===== config.mk =====
export PLATFORM = sky130hd
export DESIGN_NAME = vx_pipe_mux
export DESIGN_NICKNAME = d
export VERILOG_FILES = /design/src/rtl/vx_pipe_mux.sv
export SDC_FILE = /design/constraint.sdc
export NUM_CORES = 1
export LEC_CHECK = 0
export BUFFER_PORTS_ARGS = -buffer_cell sky130_fd_sc_hd__buf_2
export CAP_MARGIN = 20
export CELL_PAD_IN_SITES_DETAIL_PLACEMENT = 1
export CELL_PAD_IN_SITES_GLOBAL_PLACEMENT = 1
export CORE_AREA = 3 3 111 156
export DETAILED_ROUTE_END_ITERATION = 10
export DIE_AREA = 0 0 114 159
export HOLD_SLACK_MARGIN = 0.05
export PLACE_DENSITY_LB_ADDON = 0.15
export RECOVER_POWER = 25
export SYNTH_ARGS = -nofsm -noshare
export SYNTH_HDL_FRONTEND = slang
export SYNTH_SLANG_ARGS = --single-unit

===== constraint.sdc =====
create_clock -name clk -period 3.9 [get_ports clk]
set_clock_uncertainty 0.2 [all_clocks]
set_input_delay 0.585 -clock clk [delete_from_list [all_inputs] [get_ports clk]]
set_output_delay 0.585 -clock clk [all_outputs]
set_load 0.01 [all_outputs]

===== src/rtl/vx_pipe_mux.sv =====
// vx_pipe_mux: pipelined, flow-controlled N:1 data selector.
//
// A radix-RADIX mux tree with a register after every level. Each tree level
// is one pipeline stage. Stage k resolves select digit k, so the low select
// bits are used first. The unconsumed select bits travel with the data.
// Stages collapse bubbles: a stage loads whenever it is empty or when the
// stage after it is loading.
//
// Ports:
//   clk        clock
//   reset      asynchronous active-high reset; clears valid, data and select
//   valid_in   input transfer request
//   ready_in   block can accept an input this cycle (combinational from ready_out)
//   data_in    N packed lanes, lane i at [i*DATAW +: DATAW]
//   sel_in     lane index to forward; indices >= N select zero
//   valid_out  output word valid
//   ready_out  consumer accepts output this cycle
//   data_out   selected lane
module vx_pipe_mux #(
  parameter int DATAW = 32,
  parameter int N     = 8,
  parameter int RADIX = 4,
  parameter int LN    = (N > 1) ? $clog2(N) : 1
) (
  input  logic               clk,
  input  logic               reset,
  input  logic               valid_in,
  output logic               ready_in,
  input  logic [N*DATAW-1:0] data_in,
  input  logic [LN-1:0]      sel_in,
  output logic               valid_out,
  input  logic               ready_out,
  output logic [DATAW-1:0]   data_out
);

  localparam int LR     = $clog2(RADIX);
  localparam int STAGES = (N > 1) ? (LN + LR - 1) / LR : 1;
  localparam int SELW   = STAGES * LR;
  localparam int LEAVES = RADIX ** STAGES;

  logic [STAGES-1:0] vld_q;
  logic [STAGES:0]   vld_pipe;   // [0] = valid_in, [k+1] = stage k valid
  logic [STAGES-1:0] en;
  logic [SELW-1:0]   sel_pad;

  assign vld_pipe  = {vld_q, valid_in};
  assign sel_pad   = SELW'(sel_in);
  assign ready_in  = en[0];
  assign valid_out = vld_pipe[STAGES];

  // Flattened form of en[k] = !vld[k] || en[k+1]: stage k may load unless it
  // and every stage downstream is full while the consumer stalls.
  for (genvar k = 0; k < STAGES; k++) begin : g_en
    assign en[k] = ready_out | ~(&vld_q[STAGES-1:k]);
  end

  always_ff @(posedge clk or posedge reset) begin
    if (reset) begin
      vld_q <= '0;
    end else begin
      for (int k = 0; k < STAGES; k++)
        if (en[k]) vld_q[k] <= vld_pipe[k];
    end
  end

  for (genvar k = 0; k < STAGES; k++) begin : g_stg
    localparam int NO = RADIX ** (STAGES - 1 - k);  // mux groups in this level
    localparam int SW = SELW - k * LR;              // select bits entering stage

    logic [SW-1:0]             sin;
    logic [NO-1:0][DATAW-1:0]  mux_d;
    logic [NO-1:0][DATAW-1:0]  dat_q;

    if (k == 0) begin : g_sin0
      assign sin = sel_pad;
    end else begin : g_sinn
      assign sin = g_stg[k-1].g_sel.sel_q;
    end

    if (N == 1) begin : g_one
      // Single handshake register; the select has no meaning.
      logic unused_sel;
      assign unused_sel = ^sin;
      assign mux_d[0]   = data_in;
    end else begin : g_tree
      logic [NO*RADIX-1:0][DATAW-1:0] din;
      if (k == 0) begin : g_leaf
        // Pad to a full RADIX^STAGES tree; padded leaves read as zero.
        always_comb begin
          din        = '0;
          din[N-1:0] = data_in;
        end
      end else begin : g_prev
        assign din = g_stg[k-1].dat_q;
      end
      for (genvar j = 0; j < NO; j++) begin : g_grp
        logic [RADIX-1:0][DATAW-1:0] cand;
        assign cand     = din[j*RADIX +: RADIX];
        assign mux_d[j] = cand[sin[LR-1:0]];
      end
    end

    // Remaining select digits ride along for the later levels.
    if (k < STAGES - 1) begin : g_sel
      logic [SW-LR-1:0] sel_q;
      always_ff @(posedge clk or posedge reset) begin
        if (reset)                      sel_q <= '0;
        else if (en[k] && vld_pipe[k])  sel_q <= sin[SW-1:LR];
      end
    end

    // Data loads only for a real word; bubbles just clear the valid bit.
    always_ff @(posedge clk or posedge reset) begin
      if (reset)                      dat_q <= '0;
      else if (en[k] && vld_pipe[k])  dat_q <= mux_d;
    end
  end

  assign data_out = g_stg[STAGES-1].dat_q[0];

endmodule


==> summary.txt <==
Run status
  • Violated checks: max-capacitance violations, max-slew violations
  • Status: complete, but fails checks

Worst setup path
  • Critical Path End Type: register
  • Reg2reg start: vld_q[1]
  • Worst EP required: between 3000 and 4000 ps
  • Worst Setup SP: sel_in[0]
  • Worst EP arrival: 2250 ps
  • Worst Path Class, Setup: primary input to register
  • Crit start category: primary input
  • Crit Path Max Fanout: 39

Clock network
  • TritonCTS clock tree: done
  • Post-CTS sizing: 0
  • Root Driver: clkbuf_16
  • Post-CTS setup buffer count: 0
  • H-tree depth: 3
  • Clock slew at reported path FFs: ~60 ps
  • Num CTS Buffers: 9
  • Clk_lat worst skew: ~350 ps
  • Clock Sinks: 99
  • Clk buf depth: 2
  • Post-CTS Hold Fix Bufs: 0

Die
  • I/O Pins: ~300
  • Die X: roughly 110 microns
  • Site Rows: 55
  • Core ar.: between 0.015 and 0.02 sq mm
  • Initial core utilization: 34.7%
  • Full die area: 0.0181 sq mm
  • Die Span Y: around 160 microns

Power and ir drop
  • Sequential power share: 43.5%
  • P_int: 2320 uW
  • VDD IR max: ~0.21 mV
  • Static Leak: 0.00344 uW
  • Switching Share: ~29%
  • Power per standard cell area: approximately 430 mW/mm^2
  • Clock power frac: between 30% and 40%
  • Combinational power share: 26.4%
  • Power consumption: 3250 uW
  • Switching power: roughly 930 uW

Drt
  • DRC: 0
  • WL final: roughly 17 mm
  • Wire length on met3: approximately 1.1 mm
  • Vias: 4506
  • Remaining antenna violation count after routing: 0
  • Wirelength per Cell: around 20 microns
  • Top layer reached by signal wires: met4
  • Routed met2 length: roughly 9.5 mm
  • Initial DRC count: between 150 and 200
  • First-pass DRT Iterations: 4
  • Vias per cell: 5.33
  • M1 WL: just under 6 mm

STA
  • Max Clock Freq: between 400 and 500 MHz
  • Worst hold slack: approximately 270 ps
  • Pins Over Slew Limit: between 40 and 50
  • Final count of negative-setup-slack endpoints: 0
  • Worst slew pin tran: roughly 2100 ps
  • Final cycle utilization of the critical path: about 57%
  • Hold Violations, Final: 0
  • RSZ-0062 raised after global routing: false
  • Max_slew headroom: -38.7%
  • TNS Setup: 0 ps
  • Min cycle time layout: about 2200 ps

Yosys
  • Synth Flop Type: dfrtp_1
  • Post-synth ARST share: between 90% and 100%
  • Most instantiated cells after synthesis: 99 x dfrtp_1, 65 x mux2_2, 64 x mux4_2
  • Syn_nets: ~630
  • Largest area contributor in the netlist: dfrtp_1
  • Sequential share of the synthesized area: between 40% and 50%
  • Mapped cell area: 0.00558 sq mm
  • Most instantiated library cell after synthesis: dfrtp_1
  • Post-Synthesis Cells: between 300 and 400
  • #FFs+latches synth: between 90 and 100
  • Area contributors post-synth: dfrtp_1 44%, mux4_2 26%, mux2_2 13%, mux2i_1 5.7%, a31oi_1 3.6%
  • Yosys cell types: 14
  • Synth top area share: 44.4%
  • Warnings from Yosys: 0
  • Post-synth EDFFs: 0
  • Avg Cell Area, Syn: about 15 sq um

Layout
  • Diode count: 0
  • Layout Area Growth over Synthesis: 34.4%
  • Layout Cells excl Fill: around 850
  • Nets: around 910
  • Reg area: between 0.002 and 0.0025 sq mm
  • Layout cells sized above 1: between 60% and 70%
  • Multi-input gate area: about 0.0029 sq mm
  • Fillcell total: 1737

Global route
  • Total global routing overflow: 0
  • GRT Util Overall: approximately a fifth
  • Initial antenna violation count: 0
  • Largest net degree at the start of global routing: 66
  • Vias in the first global route: 5228
  • First-pass GRT wire length: 26.5 mm

Min path
  • Hold Crit Start: sel_in[2]
  • Hold WC Path Type: primary input to register

Place
  • Placed Cells: 830
  • Port bufs: about 300
  • HPWL Detailed: around 13 mm
  • GPL Wtd Cong: between 0.7 and 0.8

Flow run
  • Number of max-cap violations: 1
[stage by stage]
| step | instance area, sq um | util (%) | worst slack, ps |
|---|---|---|---|
| floorplan | 5580 | - | 525 |
| global placement | 7180 | 44.6 | 1350 |
| detailed placement | 7180 | 44.6 | 1270 |
| CTS | 7500 | 46.6 | 1650 |
| global route | 7500 | 46.6 | 1530 |
| finish | 7500 | 46.6 | 1680 |
[cells in the final DEF, fill, tap and decap left out, drive strengths merged, types with 2 or more instances in the layout]
| cell | instances |
|---|---|
| a21oi | 32 |
| a31oi | 32 |
| buf | 301 |
| bufinv | 2 |
| clkbuf | 10 |
| clkinv | 2 |
| clkinvlp | 3 |
| dfrtp | 99 |
| mux2 | 65 |
| mux2i | 32 |
| mux4 | 64 |
| nand2b | 3 |
[metal layers]
metal  global-route usage (%)  vias to the layer above
li1                         -                     2019
met1                     20.3                     2294
met2                     34.7                      167
met3                     3.61                       26
met4                     7.51                        0
met5                        0                        -
[critical path, stage by stage]
cell	delay [ps]
buf_4	420
buf_12	360
mux4_2	550
mux2_2	270
[worst paths after layout]
path	depth (start not counted)	slack (ps)	to
setup / recovery	4	1680	g_stg[0].dat_q[4]
max in group asynchronous	3	1870	g_stg[0].g_sel.sel_q[0]
hold / removal	2	270	g_stg[0].g_sel.sel_q[0]
hold reg to reg	1	310	g_stg[0].dat_q[11]
setup reg to reg	3	1850	g_stg[0].dat_q[4]
min in group asynchronous	2	570	g_stg[0].dat_q[63]
[power by group through the flow]
stage               Combinational (uW)  Sequential (uW)  Clock, uW
finish                             857             1410        977
global route                       947             1450       1050
CTS                                877             1420       1010
detailed placement                 874             1440          0
global placement                   844             1430          0
floorplan                          510             1410          0
[kinds of logic after synthesis]
kind of cell    after synthesis  synth area share, %
compound gates               64                 6.46
buf+inv                      40                 3.92
mux                         161                 44.7
simple gates                  5                0.538
flops                        99                 44.4
[registers in the layout, indices dropped and copies added (netlist names)]
| name | count |
|---|---|
| data_out | 32 |
| g_stg.dat_q | 64 |
| g_stg.g_sel.sel_q | 1 |
| vld_q | 2 |
[layout make-up]
type,count,area share [%]
clock inverters,6,1.18
well taps,199,3.32
inverters,1,0.0667
repair buffers,301,20.6
multi-input cells,230,38.6
clock buffers,10,3.19
flip-flops and latches,99,33.1
(Power assumes the default switching activity.)
